## src/rtl/calc_pkg.sv

```systemverilog
// Shared types and constants for the calculator sequencer.
package calc_pkg;

  // Entry-flow states, in the order the user walks through them.
  typedef enum logic [1:0] {
    WAIT_A  = 2'd0,
    WAIT_B  = 2'd1,
    WAIT_OP = 2'd2,
    SHOW    = 2'd3
  } state_t;

  // Opcode encoding matches the op_in switch positions.
  typedef enum logic [1:0] {
    OP_ADD = 2'd0,
    OP_SUB = 2'd1,
    OP_OR  = 2'd2,
    OP_AND = 2'd3
  } opcode_t;

  // Bit positions inside the 5-bit flags word.
  localparam int FLG_N = 4;
  localparam int FLG_Z = 3;
  localparam int FLG_C = 2;
  localparam int FLG_V = 1;
  localparam int FLG_P = 0;

  // One-hot LED pattern shown for each state.
  function automatic logic [3:0] state_onehot(input state_t s);
    logic [3:0] leds;
    leds = 4'b0000;
    leds[s] = 1'b1;
    return leds;
  endfunction

endpackage

```

## src/rtl/btn_edge.sv

```systemverilog
// Two-flop synchroniser plus rising-edge detector for one asynchronous button.
// All flops come up set, so a button already held when reset releases looks
// "old" and never produces a pulse until it is released and pressed again.
module btn_edge (
  input  logic clk,
  input  logic rst_n,
  input  logic i_btn,
  output logic o_pulse
);

  logic r_sync1;
  logic r_sync2;
  logic r_prev;

  // Synchronise the button and keep one cycle of history for edge detection.
  always_ff @(posedge clk or negedge rst_n) begin
    if (!rst_n) begin
      r_sync1 <= 1'b1;
      r_sync2 <= 1'b1;
      r_prev  <= 1'b1;
    end else begin
      // NOTE: non-blocking assignments make the three flops shift as a real
      // chain; blocking ones would collapse them into a single stage.
      r_sync1 <= i_btn;
      r_sync2 <= r_sync1;
      r_prev  <= r_sync2;
    end
  end

  assign o_pulse = r_sync2 & ~r_prev;

endmodule

```

## src/rtl/calc_sequencer.sv

```systemverilog
// Two-button sequenced calculator front-end: ENTER steps through A, B and
// opcode capture, UNDO steps back, SHOW displays a registered ALU result.
module calc_sequencer
  import calc_pkg::*;
#(
  parameter int N = 8
) (
  input  logic         CLK100MHZ,
  input  logic         CPU_RESETN,
  input  logic [N-1:0] data_in,
  input  logic [1:0]   op_in,
  input  logic         btn_enter,
  input  logic         btn_undo,
  output logic [N-1:0] display_value,
  output logic [3:0]   state_leds,
  output logic [4:0]   flags,
  output logic         result_valid
);

  logic         w_enter_p;
  logic         w_undo_p;
  logic [N-1:0] w_alu_result;
  logic [4:0]   w_alu_flags;

  state_t       r_state;
  logic [N-1:0] r_a;
  logic [N-1:0] r_b;
  logic [N-1:0] r_result;
  logic [4:0]   r_flags;
  logic [3:0]   r_state_leds;
  logic         r_result_valid;

  btn_edge u_enter (
    .clk     (CLK100MHZ),
    .rst_n   (CPU_RESETN),
    .i_btn   (btn_enter),
    .o_pulse (w_enter_p)
  );

  btn_edge u_undo (
    .clk     (CLK100MHZ),
    .rst_n   (CPU_RESETN),
    .i_btn   (btn_undo),
    .o_pulse (w_undo_p)
  );

  // ALU: result and flags from the captured operands and the live opcode.
  always_comb begin
    logic [N:0] w_sum;
    // NOTE: every output gets a default first so no path leaves it unassigned,
    // which would otherwise infer a latch.
    w_sum        = '0;
    w_alu_result = '0;
    w_alu_flags  = '0;
    unique case (opcode_t'(op_in))
      OP_ADD: begin
        w_sum        = {1'b0, r_a} + {1'b0, r_b};
        w_alu_result = w_sum[N-1:0];
        w_alu_flags[FLG_C] = w_sum[N];
        w_alu_flags[FLG_V] = (r_a[N-1] == r_b[N-1]) && (w_sum[N-1] != r_a[N-1]);
      end
      OP_SUB: begin
        w_sum        = {1'b0, r_a} + {1'b0, ~r_b} + {{N{1'b0}}, 1'b1};
        w_alu_result = w_sum[N-1:0];
        w_alu_flags[FLG_C] = w_sum[N];
        w_alu_flags[FLG_V] = (r_a[N-1] != r_b[N-1]) && (w_sum[N-1] != r_a[N-1]);
      end
      OP_OR:   w_alu_result = r_a | r_b;
      OP_AND:  w_alu_result = r_a & r_b;
      default: w_alu_result = '0;
    endcase
    w_alu_flags[FLG_N] = w_alu_result[N-1];
    w_alu_flags[FLG_Z] = (w_alu_result == '0);
    w_alu_flags[FLG_P] = ^w_alu_result;
  end

  // Entry FSM with operand/result registers and registered status outputs.
  always_ff @(posedge CLK100MHZ or negedge CPU_RESETN) begin
    if (!CPU_RESETN) begin
      // NOTE: these are plain registers, not a memory, so every one of them
      // is reset to give a defined state after an abort mid-sequence.
      r_state        <= WAIT_A;
      r_a            <= '0;
      r_b            <= '0;
      r_result       <= '0;
      r_flags        <= '0;
      r_state_leds   <= state_onehot(WAIT_A);
      r_result_valid <= 1'b0;
    end else if (w_enter_p && !w_undo_p) begin
      unique case (r_state)
        WAIT_A: begin
          r_a          <= data_in;
          r_state      <= WAIT_B;
          r_state_leds <= state_onehot(WAIT_B);
        end
        WAIT_B: begin
          r_b          <= data_in;
          r_state      <= WAIT_OP;
          r_state_leds <= state_onehot(WAIT_OP);
        end
        WAIT_OP: begin
          r_result       <= w_alu_result;
          r_flags        <= w_alu_flags;
          r_state        <= SHOW;
          r_state_leds   <= state_onehot(SHOW);
          r_result_valid <= 1'b1;
        end
        SHOW: begin
          // Chain: the shown result becomes the next A operand.
          r_a            <= r_result;
          r_state        <= WAIT_B;
          r_state_leds   <= state_onehot(WAIT_B);
          r_result_valid <= 1'b0;
        end
        default: begin
          r_state      <= WAIT_A;
          r_state_leds <= state_onehot(WAIT_A);
        end
      endcase
    end else if (w_undo_p && !w_enter_p) begin
      unique case (r_state)
        WAIT_A: r_a <= '0;
        WAIT_B: begin
          r_state      <= WAIT_A;
          r_state_leds <= state_onehot(WAIT_A);
        end
        WAIT_OP: begin
          r_state      <= WAIT_B;
          r_state_leds <= state_onehot(WAIT_B);
        end
        SHOW: begin
          // Result and flags hold so re-entering SHOW can recompute cleanly.
          r_state        <= WAIT_OP;
          r_state_leds   <= state_onehot(WAIT_OP);
          r_result_valid <= 1'b0;
        end
        default: begin
          r_state      <= WAIT_A;
          r_state_leds <= state_onehot(WAIT_A);
        end
      endcase
    end
  end

  // Display word: live switches while entering operands, opcode, then result.
  always_comb begin
    display_value = data_in;
    unique case (r_state)
      WAIT_OP: display_value = {{(N-2){1'b0}}, op_in};
      SHOW:    display_value = r_result;
      default: display_value = data_in;
    endcase
  end

  assign state_leds   = r_state_leds;
  assign flags        = r_flags;
  assign result_valid = r_result_valid;

endmodule
```

## config.mk

```make
export PLATFORM = sky130hd
export DESIGN_NAME = calc_sequencer
export DESIGN_NICKNAME = d
export VERILOG_FILES = /design/src/rtl/calc_pkg.sv /design/src/rtl/btn_edge.sv /design/src/rtl/calc_sequencer.sv
export SDC_FILE = /design/constraint.sdc
export NUM_CORES = 1
export LEC_CHECK = 0
export ABC_AREA = 1
export BUFFER_PORTS_ARGS = -buffer_cell sky130_fd_sc_hd__buf_2
export CORE_ASPECT_RATIO = 2
export CORE_MARGIN = 2
export CORE_UTILIZATION = 62
export CTS_CLUSTER_DIAMETER = 150
export DETAILED_ROUTE_END_ITERATION = 12
export PLACE_DENSITY_LB_ADDON = 0.3
export SETUP_SLACK_MARGIN = 0.02
export SYNTH_ARGS = -nofsm -noshare
export SYNTH_HDL_FRONTEND = slang
export SYNTH_SLANG_ARGS = --single-unit
export TNS_END_PERCENT = 5
```

## constraint.sdc

```tcl
create_clock -name CLK100MHZ -period 4.39 [get_ports CLK100MHZ]
set_input_delay 0.439 -clock CLK100MHZ [delete_from_list [all_inputs] [get_ports CLK100MHZ]]
set_output_delay 0.439 -clock CLK100MHZ [all_outputs]
set_load 0.05 [all_outputs]
```

# After elaboration in Yosys (flattened, before gate mapping)
# Cells that the tools add are included.
[totals] ff_bits=42 latchBits=0 ram_bits=0 mem_bits_ro=0 in_bits=14 out_inout_bits=18 wordCells=74 n_memories=0
[classes] n_addsub=3 n_mul=0 div_mod_pow=0 magnitude_cmp=0 eq_ne=10 shift=0 n_mux=19 bitwise_logic=7 reduce_logical=22
[ops] operator="$pmux 8 s2" n=2
[ops] operator="$pmux 8 s4" n=1
[ops] operator="$mux 8" n=3
[ops] operator="$pmux 4 s3" n=2
[ops] operator="$add 8x8->9" n=2
[ops] operator="$pmux 2 s3" n=2
[ops] operator="$reduce_bool 2->1" n=5
[ops] operator="$add 9x1->9 const B" n=1
[ops] operator="$and 8x8->8" n=1
[ops] operator="$eq 2x2->1 const B" n=4
[ops] operator="$logic_not 8->1" n=1
[ops] operator="$mux 4" n=2
[ops] operator="$not 8->8" n=1
[ops] operator="$or 8x8->8" n=1
[ops] operator="$reduce_xor 8->1" n=1
[ops] operator="$reduce_and 2->1" n=3
[ops] operator="$reduce_and 3->1" n=2
[ops] operator="$eq 2x1->1 const B" n=2
[ops] operator="$logic_and 1x1->1" n=4
[ops] operator="$logic_not 2->1" n=2
[ops] operator="$mux 2" n=2
[ops] operator="$pmux 2 s2" n=1
[ops] operator="$reduce_bool 4->1" n=1
[ops] operator="$mux 1" n=3
[ops] operator="other kinds (7)" n=12

# Depth between registers and ports, before layout
[logic_depth] word_depth=6 depth_mapped=16 depth_no_buf=15

# Modules after synthesis
# A second synthesis with hierarchy kept.
[unflattened] hier_cells=404 area_unflattened_um2=3067.9
[by_module_without_submodules] module="calc_sequencer" instances=1 cells_each=394 area_each_um2=2890.3 seq_area_each_um2=877.1
[by_module_without_submodules] module="btn_edge" instances=2 cells_each=5 area_each_um2=88.8 seq_area_each_um2=78.8

# Least setup slack after synthesis
# Ideal clock, no wire load.
[synth_path] path_type="register -> output" from="register r_state[0]" to="output display_value[2]" arrival_ps=2059 t_required_ps=3951 setup_slack_ps=1892 stages_incl_launch_ff=6 path_buffers=1 path_cell_list="dfrtp_1 ha_1 buf_2 nor2_1 inv_1 o21ai_0"
[synth_between] elab_chain_cells=2 elab_cells_between_ends=3 cone_classes="eq/ne (2); mux (1)"
[synth_rtl] element="start: declaration" line_no="calc_sequencer.sv:25" source="state_t r_state;"
[synth_rtl] element="start signal: assignment" line_no="calc_sequencer.sv:82" source="r_state <= WAIT_A;"
[synth_rtl] element="start signal: assignment" line_no="calc_sequencer.sv:93" source="r_state <= WAIT_B;"
[synth_rtl] element="start signal: assignment" line_no="calc_sequencer.sv:98" source="r_state <= WAIT_OP;"
[synth_rtl] element="$eq 2x2->1" line_no="calc_sequencer.sv:148" source="unique case (r_state)"
[synth_rtl] element="$pmux 8 s2 (*)" line_no="calc_sequencer.sv:148"
[synth_rtl] element="end: declaration" line_no="calc_sequencer.sv:14" source="output logic [N-1:0] display_value,"
# Mark *: on every way between the ends. The rest lies on a longest branch, timed or not.

# Worst setup path in the final report
[layout_path] from="register r_b[0]" to="register r_flags[0], in the netlist flags[0]"
[layout_between] elab_chain_cells=5 elab_cells_between_ends=8 cone_classes="add/sub (3); mux (1); bitwise (3); reduce/logical (1)"
[layout_rtl] element="start: declaration" line_no="calc_sequencer.sv:27" source="logic [N-1:0] r_b;"
[layout_rtl] element="start signal: assignment" line_no="calc_sequencer.sv:97" source="r_b <= data_in;"
[layout_rtl] element="$not 8->8" line_no="calc_sequencer.sv:63" source="w_sum = {1'b0, r_a} + {1'b0, ~r_b} + {{N{1'b0}}, 1'b1};"
[layout_rtl] element="$add 8x8->9" line_no="calc_sequencer.sv:63"
[layout_rtl] element="$add 9x1->9" line_no="calc_sequencer.sv:63"
[layout_rtl] element="$pmux 8 s4 (*)" line_no="calc_sequencer.sv:55" source="unique case (opcode_t'(op_in))"
[layout_rtl] element="$reduce_xor 8->1 (*)" line_no="calc_sequencer.sv:74" source="w_alu_flags[FLG_P] = ^w_alu_result;"
[layout_rtl] element="end signal: assignment" line_no="calc_sequencer.sv:103" source="r_flags <= w_alu_flags;"
[layout_rtl] element="end: declaration" line_no="calc_sequencer.sv:29" source="logic [4:0] r_flags;"
# Marked as above.
# A chain may end at the register's enable or synchronous reset.

==> metrics.md <==
| Metric | Value |
|---|---|
| Outcome | `complete, no violations` |
| Most common cell after layout, fill and taps aside | `nand2_1` |
| Share of layout cells above drive strength 1 | `0.157` |
| # DRC | `0` |
| Diodes inserted | `0` |
| Register area share after synthesis | `0.338` |
| Die X | `between 50 and 60 µm` |
| Starting Density | `0.636` |
| Final Power | `2.72 mW` |
| GRT Overall Usage | `0.300` |
| Worst Reg-to-Reg Cells | `15` |
| Syn Inst Count | `around 400` |
| Hold Vio Cnt, Final | `0` |
| Hold_buf cts | `0` |
| Fmax | `between 0.3 and 0.4 GHz` |
| Via-to-Cell Ratio | `approximately 5.6` |
| Worst r2r src | `r_b[0]` |
| Vias | `approximately 2700` |
| Initial DRC count | `97` |
| Layout fillers | `between 300 and 400` |
| Mapped cell area | `roughly 3100 µm²` |
| Max-Cap Viols | `0` |
| Max Buffers Root-to-Sink | `2` |
| Syn Nets | `approximately 450` |
| Crit end category | `flip-flop` |
| Leak | `between 1.5 and 2 nW` |
| GPL Wtd Cong | `roughly 0.90` |
| Largest net degree at the start of global routing | `42` |
| Gr ovfl total | `0` |
| Area grow syn2layout | `8.04%` |
| Clock Sinks | `41` |
| Pwr/cell area | `~820 nW/µm²` |
| Core Rows | `36` |
| Crit path max fanout | `4` |
| Reg2Reg Capture Point | `flags[0]` |
| Final non-filler cell total | `484` |
| Antenna violations before repair | `0` |
| Worst EP required | `4.56 ns` |
| Final Cycle Share | `0.618` |
| HP Class | `primary input to asynchronous set/reset pin` |
| Yosys warns | `0` |
| DRT antenna net count | `0` |
| Root buf cell | `clkbuf_8` |
| Clock skew | `approximately 0.012 ns` |
| Post-CTS setup repair buffer count | `0` |
| Register clock-pin slew on the reported worst setup and hold paths | `about 0.080 ns` |
| CP startpoint kind | `flip-flop` |
| Cts repair resizes | `0` |
| Final Max Slew Viols | `0` |
| First-pass GRT wire length | `about 12000 µm` |
| Maximum VDD drop | `roughly 0.00064 V` |
| Dpl hpwl | `about 5800 µm` |
| Die area | `between 5000 and 6000 µm²` |
| Actual slew at the worst max-slew pin | `~1.3 ns` |
| Post-synth EDFFs | `0` |
| Main synth FF type | `dfrtp_1` |
| DP Cell Count | `~480` |
| Ports | `32` |
| Routed WL per cell | `roughly 15 µm` |
| Max_slew headroom | `0.150` |
| Min cycle time layout | `2.71 ns` |
| Distinct cells, synth | `36` |
| Port bufs | `31` |
| Vias in the first global route | `between 2000 and 3000` |
| CTS buffer count | `5` |
| Syn_area_per_cell | `approximately 7.7 µm²` |
| Seq cells post-synth | `just over 40` |
| Reg2Reg Setup Slack | `between 1.5 and 2 ns` |
| Final Routed Wirelength | `7310 µm` |
| Crit path DAT | `2.88 ns` |
| H-tree levels | `2` |
| Final setup viols | `0` |
| Worst-Skew Late Latency | `roughly 0.3 ns` |
| Sum Neg Setup Slack | `0 ns` |
| WS Path Type | `flip-flop to flip-flop` |
| Final nets | `approximately 480` |
| DR pass1 iterations | `4` |
| Most frequent cells in the layout | `nand2_1 (104), inv_1 (66), ha_1 (35)` |
| CORE AREA | `just under 5000 µm²` |
| Fraction of registers with async set/reset | `1.00` |
| TritonCTS clock tree | `built` |
| Die height | `103 µm` |
| RSZ-0062 raised after global routing | `no` |
==> synth_stat cells (2+ instances only) <==
cell type  count  area share
nand4_1        9       0.018
inv_1         66       0.081
xor2_1         2      0.0057
o22ai_1       14       0.029
o221ai_1       3      0.0086
dfrtp_1       34        0.28
dfstp_2        7       0.060
a21oi_2        3      0.0086
nand3_1       24       0.039
a21oi_1        5      0.0082
o21ai_0       25       0.041
clkbuf_1       3      0.0037
ha_1          35        0.14
nand2_1      104        0.13
nand2_4        2      0.0073
fa_1           2       0.013
nand2_2        3      0.0061
nor2_1        14       0.017
o21a_1         7       0.017
nor3_1         3      0.0049
xnor2_1        5       0.014
buf_4          6       0.015
inv_2          5      0.0061
nor2_4         2      0.0073
o21ai_2        4       0.011
==> worst max path at each step <==
stage                     cells after the start       start               end  slack [ns]
final                                        15      r_b[0]          flags[0]        1.68
after global routing                         15      r_b[0]          flags[0]        1.47
after CTS                                    14      r_a[0]          flags[0]        1.72
after detailed placement                     14      r_a[0]          flags[0]        1.72
after global placement                       14      r_a[0]          flags[0]        1.80
after floorplan                               5  r_state[0]  display_value[2]        1.89
==> through the flow <==
step           instance area (µm²)   util  hold WS, ns  setup slack, ns
3_3_place_gp                  3230  0.670        0.350             1.80
3_5_place_dp                  3230  0.670        0.347             1.72
4_1_cts                       3310  0.687        0.231             1.72
6_report                      3310  0.687        0.238             1.68
2_1_floorplan                 3060      -        0.143             1.89
5_1_grt                       3310  0.687        0.230             1.47
==> report_power, final <==
group | switching, mW | internal, mW
Combinational | 1.22 | 0.606
Sequential | 0.114 | 0.535
Clock | 0.125 | 0.111
Total | 1.46 | 1.25
==> logic make-up after synthesis <==
logic type               after synthesis  share of synthesized area
XOR/XNOR                               7                     0.0200
flip-flops                            41                      0.338
AND/OR/NAND/NOR                      165                      0.238
AO/OA/AOI/OAI                         65                      0.139
adder cells (fa/ha/maj)               37                      0.156
buffers and inverters                 83                      0.110
==> flip-flops by register name (all words and copies together) (netlist names), 2 cells and up <==
signal / count
flags: 4
state_leds: 4
r_state: 2
r_a: 8
r_b: 8
r_result: 8
==> critical path: stages, from the launching register on <==
cell,delay [ns]
dfrtp_1,0.40
ha_1,0.22
inv_1,0.09
fa_1,0.41
inv_1,0.09
nand4_1,0.17
nand3_1,0.12
nand2_1,0.06
nand2_1,0.05
nand2_1,0.05
nand3_1,0.12
inv_1,0.07
ha_1,0.30
xnor2_1,0.21
xnor2_1,0.14
o21ai_0,0.09
==> per-layer routing <==
| layer | share of wire | track usage |
|---|---|---|
| met5 | 0 | 0 |
| met4 | 0.043 | 0.179 |
| met3 | 0.035 | 0.0474 |
| met2 | 0.56 | 0.539 |
| met1 | 0.36 | 0.310 |
==> area by class of cell <==
class / instances / area [µm²] / share of cell area
multi-input combinational: 274 / 1690 / 0.511
sequential: 41 / 1030 / 0.313
inverter: 73 / 275 / 0.0831
timing repair buffer: 31 / 155 / 0.0469
clock buffer: 7 / 76.3 / 0.0231
tap: 57 / 71.3 / 0.0215
clock inverter: 1 / 5.00 / 0.00151
Power figures use the tool's default switching activity.
